`src/rtl/riscv_pkg.sv`:
```
// Shared encodings for the RV32I controllers: FSM states, opcodes,
// ALU operation classes and datapath mux select values.
package riscv_pkg;

    typedef enum logic [3:0] {
        S_FETCH    = 4'd0,
        S_DECODE   = 4'd1,
        S_MEMADR   = 4'd2,
        S_MEMREAD  = 4'd3,
        S_MEMWB    = 4'd4,
        S_MEMWRITE = 4'd5,
        S_EXECUTER = 4'd6,
        S_EXECUTEI = 4'd7,
        S_ALUWB    = 4'd8,
        S_BEQ      = 4'd9,
        S_JAL      = 4'd10
    } state_t;

    localparam logic [6:0] OP_LW  = 7'b0000011;
    localparam logic [6:0] OP_SW  = 7'b0100011;
    localparam logic [6:0] OP_R   = 7'b0110011;
    localparam logic [6:0] OP_I   = 7'b0010011;
    localparam logic [6:0] OP_BEQ = 7'b1100011;
    localparam logic [6:0] OP_JAL = 7'b1101111;

    localparam logic [1:0] ALUOP_ADD   = 2'b00;
    localparam logic [1:0] ALUOP_SUB   = 2'b01;
    localparam logic [1:0] ALUOP_FUNCT = 2'b10;

    localparam logic [2:0] ALU_ADD = 3'b000;
    localparam logic [2:0] ALU_SUB = 3'b001;
    localparam logic [2:0] ALU_AND = 3'b010;
    localparam logic [2:0] ALU_OR  = 3'b011;
    localparam logic [2:0] ALU_SLT = 3'b101;

    localparam logic [1:0] IMM_I = 2'b00;
    localparam logic [1:0] IMM_S = 2'b01;
    localparam logic [1:0] IMM_B = 2'b10;
    localparam logic [1:0] IMM_J = 2'b11;

    localparam logic [1:0] RES_ALUOUT    = 2'b00;
    localparam logic [1:0] RES_DATA      = 2'b01;
    localparam logic [1:0] RES_ALURESULT = 2'b10;

    localparam logic [1:0] SRCA_PC    = 2'b00;
    localparam logic [1:0] SRCA_OLDPC = 2'b01;
    localparam logic [1:0] SRCA_RD1   = 2'b10;

    localparam logic [1:0] SRCB_RD2  = 2'b00;
    localparam logic [1:0] SRCB_IMM  = 2'b01;
    localparam logic [1:0] SRCB_FOUR = 2'b10;

endpackage

```
`src/rtl/multicycle_controller_alu_decoder.sv`:
```
// ALU decoder shared by the single- and multicycle controllers:
// maps the coarse ALU operation class plus instruction fields to ALUControl.
module alu_decoder
    import riscv_pkg::*;
(
    input  logic [1:0] alu_op,
    input  logic [2:0] funct3,
    input  logic       op_b5,
    input  logic       funct7b5,
    output logic [2:0] alu_control
);

    // Select the ALU function; only the funct class looks at funct3/funct7.
    always_comb begin
        alu_control = ALU_ADD;
        case (alu_op)
            ALUOP_ADD: alu_control = ALU_ADD;
            ALUOP_SUB: alu_control = ALU_SUB;
            ALUOP_FUNCT: begin
                case (funct3)
                    // Only R-type (op[5]=1) may subtract; addi ignores Instr[30].
                    3'b000:  alu_control = (op_b5 & funct7b5) ? ALU_SUB : ALU_ADD;
                    3'b010:  alu_control = ALU_SLT;
                    3'b110:  alu_control = ALU_OR;
                    3'b111:  alu_control = ALU_AND;
                    default: alu_control = ALU_ADD;
                endcase
            end
            default: alu_control = ALU_ADD;
        endcase
    end

endmodule

```
`src/rtl/multicycle_controller.sv`:
```
// Multicycle RV32I control unit: Moore FSM sequencing the shared datapath,
// plus immediate-format and ALU-function decode.
module multicycle_controller
    import riscv_pkg::*;
#(
    parameter int XLEN = 32
) (
    input  logic       clk,
    input  logic       reset,
    input  logic [6:0] op,
    input  logic [2:0] funct3,
    input  logic       funct7b5,
    input  logic       Zero,
    output logic       PCWrite,
    output logic       AdrSrc,
    output logic       MemWrite,
    output logic       IRWrite,
    output logic [1:0] ResultSrc,
    output logic [1:0] ALUSrcA,
    output logic [1:0] ALUSrcB,
    output logic [1:0] ImmSrc,
    output logic [2:0] ALUControl,
    output logic       RegWrite,
    output logic       InstrDone,
    output logic       IllegalInstr,
    output logic [3:0] dbg_state
);

    if (XLEN != 32) begin : g_xlen_check
        $error("multicycle_controller supports RV32 only");
    end

    state_t     state_q, state_d;
    logic       pc_update, branch, mem_write_s, ir_write_s, reg_write_s;
    logic       instr_done_s, illegal_s;
    logic [1:0] alu_op;

    // State register; reset aborts any instruction in flight.
    always_ff @(posedge clk or posedge reset) begin
        if (reset) state_q <= S_FETCH;
        else       state_q <= state_d;
    end

    // Next-state and Moore outputs; unencoded states fall back to FETCH.
    always_comb begin
        state_d      = S_FETCH;
        pc_update    = 1'b0;
        branch       = 1'b0;
        AdrSrc       = 1'b0;
        mem_write_s  = 1'b0;
        ir_write_s   = 1'b0;
        reg_write_s  = 1'b0;
        ResultSrc    = RES_ALUOUT;
        ALUSrcA      = SRCA_PC;
        ALUSrcB      = SRCB_RD2;
        alu_op       = ALUOP_ADD;
        instr_done_s = 1'b0;
        illegal_s    = 1'b0;
        case (state_q)
            S_FETCH: begin
                ir_write_s = 1'b1;
                ALUSrcB    = SRCB_FOUR;
                ResultSrc  = RES_ALURESULT;
                pc_update  = 1'b1;
                state_d    = S_DECODE;
            end
            S_DECODE: begin
                // Precompute the branch target into ALUOut while decoding.
                ALUSrcA = SRCA_OLDPC;
                ALUSrcB = SRCB_IMM;
                case (op)
                    OP_LW, OP_SW: state_d = S_MEMADR;
                    OP_R:         state_d = S_EXECUTER;
                    OP_I:         state_d = S_EXECUTEI;
                    OP_JAL:       state_d = S_JAL;
                    OP_BEQ:       state_d = S_BEQ;
                    default: begin
                        state_d      = S_FETCH;
                        illegal_s    = 1'b1;
                        instr_done_s = 1'b1;
                    end
                endcase
            end
            S_MEMADR: begin
                ALUSrcA = SRCA_RD1;
                ALUSrcB = SRCB_IMM;
                state_d = (op == OP_LW) ? S_MEMREAD : S_MEMWRITE;
            end
            S_MEMREAD: begin
                AdrSrc  = 1'b1;
                state_d = S_MEMWB;
            end
            S_MEMWB: begin
                ResultSrc    = RES_DATA;
                reg_write_s  = 1'b1;
                instr_done_s = 1'b1;
                state_d      = S_FETCH;
            end
            S_MEMWRITE: begin
                AdrSrc       = 1'b1;
                mem_write_s  = 1'b1;
                instr_done_s = 1'b1;
                state_d      = S_FETCH;
            end
            S_EXECUTER: begin
                ALUSrcA = SRCA_RD1;
                alu_op  = ALUOP_FUNCT;
                state_d = S_ALUWB;
            end
            S_EXECUTEI: begin
                ALUSrcA = SRCA_RD1;
                ALUSrcB = SRCB_IMM;
                alu_op  = ALUOP_FUNCT;
                state_d = S_ALUWB;
            end
            S_ALUWB: begin
                reg_write_s  = 1'b1;
                instr_done_s = 1'b1;
                state_d      = S_FETCH;
            end
            S_BEQ: begin
                ALUSrcA      = SRCA_RD1;
                alu_op       = ALUOP_SUB;
                branch       = 1'b1;
                instr_done_s = 1'b1;
                state_d      = S_FETCH;
            end
            S_JAL: begin
                // PC takes the jump target from ALUOut; ALU forms OldPC+4 as link.
                ALUSrcA   = SRCA_OLDPC;
                ALUSrcB   = SRCB_FOUR;
                pc_update = 1'b1;
                state_d   = S_ALUWB;
            end
            default: state_d = S_FETCH;
        endcase
    end

    // Immediate format depends on the opcode alone.
    always_comb begin
        case (op)
            OP_SW:   ImmSrc = IMM_S;
            OP_BEQ:  ImmSrc = IMM_B;
            OP_JAL:  ImmSrc = IMM_J;
            default: ImmSrc = IMM_I;
        endcase
    end

    alu_decoder u_alu_decoder (
        .alu_op      (alu_op),
        .funct3      (funct3),
        .op_b5       (op[5]),
        .funct7b5    (funct7b5),
        .alu_control (ALUControl)
    );

    // Enables are masked while reset is high so nothing is written during reset.
    assign PCWrite      = ~reset & (pc_update | (branch & Zero));
    assign MemWrite     = ~reset & mem_write_s;
    assign IRWrite      = ~reset & ir_write_s;
    assign RegWrite     = ~reset & reg_write_s;
    assign InstrDone    = ~reset & instr_done_s;
    assign IllegalInstr = ~reset & illegal_s;
    assign dbg_state    = state_q;

endmodule

```
`config.mk`:
```
export PLATFORM = sky130hd
export DESIGN_NAME = multicycle_controller
export DESIGN_NICKNAME = d
export VERILOG_FILES = /design/src/rtl/riscv_pkg.sv /design/src/rtl/multicycle_controller_alu_decoder.sv /design/src/rtl/multicycle_controller.sv
export SDC_FILE = /design/constraint.sdc
export NUM_CORES = 1
export LEC_CHECK = 0
export CORE_MARGIN = 4
export CORE_UTILIZATION = 34
export DETAILED_ROUTE_END_ITERATION = 10
export PLACE_DENSITY = 0.76
export SYNTH_ARGS = -nofsm -noshare
export SYNTH_HDL_FRONTEND = slang
export SYNTH_SLANG_ARGS = --single-unit
```
`constraint.sdc`:
```
create_clock -name clk -period 1.8 [get_ports clk]
set_clock_uncertainty 0.2 [all_clocks]
set_input_delay 0.36 -clock clk [delete_from_list [all_inputs] [get_ports clk]]
set_output_delay 0.36 -clock clk [all_outputs]
set_load 0.01 [all_outputs]
```
==> qor.txt, run 1 <==
Initial DRC count: 33
Critical Path RT: 1.24 ns
Clk pin slew, worst setup/hold paths: 0.04 ns
P per Cell Area: 644 mW/mm^2
TritonCTS Buffers: 3
Hold Violations, Final: 0
CP Launch Type: flip-flop
GRT Total Usage: 22.6%
Vias in the first global route: 1,040
WL per Instance: 17.2 um
Number of flops mapped to enable cells by yosys: 0
Pre-antenna DRT Iters: 4
Mapped Cells: 80
Clk_lat worst skew: 0.23 ns
Multi-input gate area: 654 um^2
Buf+Inv Stages, Crit Path: 2
WL final: 3.25 mm
Max frequency: 437 MHz
Worst rel slew slack: 81.6%
Dpl hpwl: 1.75 mm
Largest net degree at the start of global routing: 11
Slew Viols, Final: 0
Area share of the largest cell type after synthesis: 15.8%
Hold_buf cts: 0
Min Tclk post-route: 2.29 ns
Cells along the critical path: nand2b_4, or2_4, inv_2, ha_4, nor4_4, buf_2
I/O Buffers: 35
CTS root buf: clkbuf_4
Unrepaired setup endpoints after global routing: yes
YS warnings: 0
Slew @ Worst Pin: 0.274 ns
Synth Register Bits: 4
Predominant post-synthesis flop cell: dfrtp_1
Worst setup EP type: primary output
Crit path DAT: 1.73 ns
H-tree levels: 1
Critical path type: reg -> out
Largest register FFs: 4
Final Instance Area: 0.00152 mm^2
Fin worst setup slack: -0.491 ns
Reg area: 100 um^2
Area Growth Syn to Fin: 140%
Kind of cell adding the most delay to the critical path: simple AND/OR/NAND/NOR gates
Syn nets: 96
Setup Viol. Count Final: 16
Core ar.: 0.00175 mm^2
Mean Syn Cell Area: 7.93 um^2
Status: complete, but fails checks
CP max stage delay: 0.39 ns
Peak supply drop: 680 uV
Clock tree sinks: 4
IO Pins: 36
Tot Pwr: 981 uW
DRC violation count after routing: 0
Die width: 51.2 um
Final net count: 182
First-pass GRT wire length: 4.53 mm
Die Area: 0.00262 mm^2
Failing checks: negative setup slack
TNS Setup: -4.98 ns
Via density: 5.20
CTS tree: built
DR vias: 983
Layout fillers: 90
HP Class: in -> reg
Cell Rows: 15
Async SR Flop Fraction: 100%
Top-count cell post-synth: nor3_1
Starting Density: 36.3%
Worst path slowest cell: dfrtp_1
Cell taking the most area after synthesis: dfrtp_1
Top cells by count, synth: nor3_1 (11), inv_1 (7), nor2_1 (7)
Ant diodes: 0
Final ANT Viol Nets: 0
Die Y: 51.2 um
Worst hold margin: 0.374 ns
P_leak: 0.765 nW
Initial antenna violation count: 0
Mapped Area: 634 um^2
Yosys cell types: 32
Final Cycle Share: 127%
GPL Wtd Cong: 0.863
Longest Clk Path Bufs: 2
Final core occ: 87.3%
Max-cap violation count: 0
Seq/Total Area, Yosys: 15.8%
Post-placement cell area: 0.00125 mm^2
GR Overflow Total: 0
CP max FO: 3
Area contributors post-synth: dfrtp_1 (16%), nor3_1 (8.7%), clkbuf_8 (8.7%)
Share of cells above drive strength 1: 72.6%
## worst paths after layout
kind	depth (start not counted)	startpoint	slack (ns)	endpoint
worst max-delay path	6	dbg_state[1]$_DFF_PP0_	-0.49	ALUControl[2]
worst min-delay path	3	op[6]	0.37	dbg_state[1]$_DFF_PP0_
worst max register to register	6	dbg_state[3]$_DFF_PP0_	0.09	dbg_state[3]$_DFF_PP0_
worst min register to register	3	dbg_state[0]$_DFF_PP0_	0.56	dbg_state[0]$_DFF_PP0_
max in group asynchronous	3	reset	0.88	dbg_state[0]$_DFF_PP0_
min in group asynchronous	3	reset	0.41	dbg_state[3]$_DFF_PP0_
## tightest hold or removal path, delay by kind of cell
kind / cells / cell delay [ns]
AOI/OAI and AO/OA: 1 / 0.22
buffers and inverters: 1 / 0.13
and+or+nand+nor: 1 / 0.06
## per-stage QoR
stage / setup WS (ns) / instances
floorplan: -0.289 / 80
global placement: -0.775 / 166
detailed placement: -0.786 / 166
CTS: -0.465 / 179
global route: -0.543 / 189
finish: -0.491 / 189
## layout by cell type, fill, tap and decap left out, types with 3 or more instances in the layout
| cell type | netlist | final |
|---|---|---|
| buf_2 | 0 | 22 |
| dfrtp_1 | 4 | 4 |
| buf_4 | 0 | 38 |
| nor3_1 | 11 | 3 |
| buf_6 | 1 | 11 |
| clkdlybuf4s50_1 | 0 | 6 |
| dlygate4sd2_1 | 0 | 3 |
| nor3_2 | 0 | 6 |
| nor2_4 | 0 | 3 |
| inv_1 | 7 | 4 |
| nor2_1 | 7 | 3 |
| nand2b_4 | 0 | 3 |
| a21oi_2 | 1 | 3 |
| inv_2 | 0 | 3 |
| clkbuf_4 | 0 | 3 |
## area by class of cell
type | count | share of cell area [%]
clock buffers | 3 | 1.48
inverters | 7 | 1.72
multi-input cells | 64 | 42.9
flip-flops and latches | 4 | 6.57
well taps | 25 | 2.05
repair buffers | 86 | 45.2
## where the power goes
group | switching [mW] | total [mW] | internal (mW)
Clock | 0.0333 | 0.108 | 0.0744
Combinational | 0.370 | 0.753 | 0.383
Sequential | 0.0173 | 0.121 | 0.104
## metal layers
metal	global-route usage [%]	routed length (um)	up-vias
met5	0	0	-
met4	4.04	25	0
met3	2.62	172	4
met2	46.8	1750	48
met1	23.7	1300	472
li1	-	-	459
## kinds of logic after synthesis
logic type | share of synthesized area, %
fa+ha+maj | 3.94
simple gates | 38.7
flops | 15.8
compound gates | 21.3
xor+xnor | 4.14
buf+inv | 14.6
mux | 1.58
## what timing repair did
item | in CTS | in global routing
setup endpoints to repair | 24 | 19
cloned | 0 | 0
hold endpoints to repair | 0 | 0
setup buffers | 10 | 12
pin swaps | 15 | 10
resized for setup | 135 | 19
Power figures use the tool's default switching activity.
==> run 2: changes to the inputs <==
GPL_TIMING_DRIVEN = 0   (was unset)
==> run 2 against run 1 <==
The run still ends with negative setup slack left. Critical path type unchanged. Design area is 0.25% higher. Fmax is 7.0% lower. Sequential share of layout area is 0.066 points higher. Critical endpoint is now ALUControl[0]. Clock power is 5% higher. Largest power group unchanged.
==> qor.txt, run 2 (same netlist as run 1, synthesis figures left out) <==
Worst r2r path cells: 8 (+2)
Initial DRC count: 38 (+15%)
Largest net degree at the start of global routing: 11 (unchanged)
Largest register FFs: 4 (unchanged)
R2R Setup Slk: 0.01 ns (-0.08 ns)
Core ar.: 0.00175 mm^2 (unchanged)
Initial antenna violation count: 0 (unchanged)
I/O Buffers: 35 (unchanged)
Slew @ Worst Pin: 0.318 ns (+0.0446 ns)
Peak supply drop: 607 uV (-11%)
H-tree levels: 1 (unchanged)
Max-cap violation count: 0 (unchanged)
CP max FO: 3 (unchanged)
Final Cycle Share: 137% (+9.6 points)
Internal Power: 551 uW (-1.8%)
DRC violation count after routing: 0 (unchanged)
Gate power share: 75.1% (-1.6 points)
Pre-antenna DRT Iters: 4 (unchanged)
Non-filler cells, final: 178 (-5.8%)
WL per Instance: 20.5 um (+19%)
Via density: 5.63 (+8.3%)
Worst Setup SP: dbg_state[1]$_DFF_PP0_
Worst setup EP type: primary output
Clock Power Share: 11.3% (+0.3 points)
Cell Rows: 15 (unchanged)
WL final: 3.65 mm (+12%)
Die width: 51.2 um (unchanged)
Critical path type: reg -> out
Final ANT Viol Nets: 0 (unchanged)
TritonCTS Buffers: 3 (unchanged)
Final core occ: 87.5% (+0.22 points)
GR Overflow Total: 0 (unchanged)
HP Class: in -> async
Most frequent cells in the layout: buf_4 (24), buf_2 (18), buf_6 (16)
Max frequency: 406 MHz (-7.0%)
GRT Total Usage: 23.0% (+0.49 points)
Slew Viols, Final: 0 (unchanged)
Worst hold margin: 0.0910 ns (-0.283 ns)
Area Growth Syn to Fin: 141%
Worst rel slew slack: 78.8% (-2.8 points)
P_leak: 0.723 nW (-5.5%)
Commonest non-fill, non-tap cell in the layout: buf_4
Post-placement cell area: 0.00108 mm^2 (-13%)
Failing checks: negative setup slack
Critical Path RT: 1.24 ns (about the same)
CTS root buf: clkbuf_4
Die Area: 0.00262 mm^2 (unchanged)
Hold_buf cts: 0 (unchanged)
R2r startpoint: dbg_state[2]$_DFF_PP0_
Setup Viol. Count Final: 17 (+1)
Fin worst setup slack: -0.664 ns (-0.173 ns)
GPL Wtd Cong: 0.778 (-9.9%)
Switching Share: 44.9% (+2.1 points)
Vias in the first global route: 914 (-12%)
# placed instances: 140 (-16%)
Min Tclk post-route: 2.46 ns (+0.173 ns)
CP Launch Type: flip-flop
Clk_lat worst skew: 0.23 ns (about the same)
Crit path DAT: 1.90 ns (+0.17 ns)
Final net count: 171 (-6.0%)
TNS Setup: -5.34 ns (-0.360 ns)
Final Instance Area: 0.00153 mm^2 (+0.25%)
Unrepaired setup endpoints after global routing: yes
First-pass GRT wire length: 4.47 mm (-1.4%)
DR vias: 1,003 (+2.0%)
CTS tree: built
Clk pin slew, worst setup/hold paths: 0.04 ns (about the same)
Seq pwr share: 13.6% (+1.3 points)
Sw power: 449 uW (+6.9%)
Hold Violations, Final: 0 (unchanged)
IO Pins: 36 (unchanged)
Status: complete, but fails checks
Clock tree sinks: 4 (unchanged)
Dpl hpwl: 1.59 mm (-9.3%)
Ant diodes: 0 (unchanged)
Tot Pwr: 1.00 mW (+1.9%)
Worst R2R End: dbg_state[3]$_DFF_PP0_
P per Cell Area: 655 mW/mm^2 (+1.7%)
DP Worst Slack: -0.841 ns (-0.0548 ns)
Die Y: 51.2 um (unchanged)
Longest Clk Path Bufs: 2 (unchanged)
Starting Density: 36.3% (unchanged)
Share of cells above drive strength 1: 69.3% (-3.3 points)
-- run 2: power groups by stage --
stage          Combinational, mW  Sequential [mW]  Clock [mW]
4_1_cts                    0.571            0.135       0.112
6_report                   0.751            0.136       0.113
3_3_place_gp               0.527            0.131           0
3_5_place_dp               0.533            0.132           0
5_1_grt                    0.788            0.138       0.119
2_1_floorplan              0.271            0.133           0
-- run 2: final cells by class --
class | count | area [um^2]
inverter | 7 | 26.3
fill | 88 | 218
clock buffer | 3 | 22.5
tap | 25 | 31.3
timing repair buffer | 72 | 606
multi-input combinational | 64 | 702
buffer | 3 | 38.8
sequential | 4 | 101
-- run 2: worst max-delay path by stage --
stage / endpoint / slack (ns)
after floorplan: ALUControl[2] / -0.29
after global placement: InstrDone / -0.86
after detailed placement: ImmSrc[0] / -0.84
after CTS: ALUControl[0] / -0.50
after global routing: ALUControl[0] / -0.68
final: ALUControl[0] / -0.66
-- run 2: repair_timing --
action	in CTS	in global routing
gates resized for setup	141	23
pin swaps	15	16
setup buffers	23	16
setup endpoints to repair	19	19
-- run 2: per-layer routing --
metal,track usage [%],up-vias,share of wire [%]
met3,2.62,10,6.8
met5,0,-,0
met4,6.73,0,2.9
li1,-,435,-
met1,24.4,496,38
met2,46.4,62,52
-- run 2: critical path: stages (launching register included) --
cell and delay (ns):
dfrtp_1 0.40, buf_6 0.14, nand2b_4 0.14, or2_4 0.28
ha_4 0.17, nor2b_1 0.14, o21ai_1 0.12, a21oi_1 0.11
buf_2 0.16
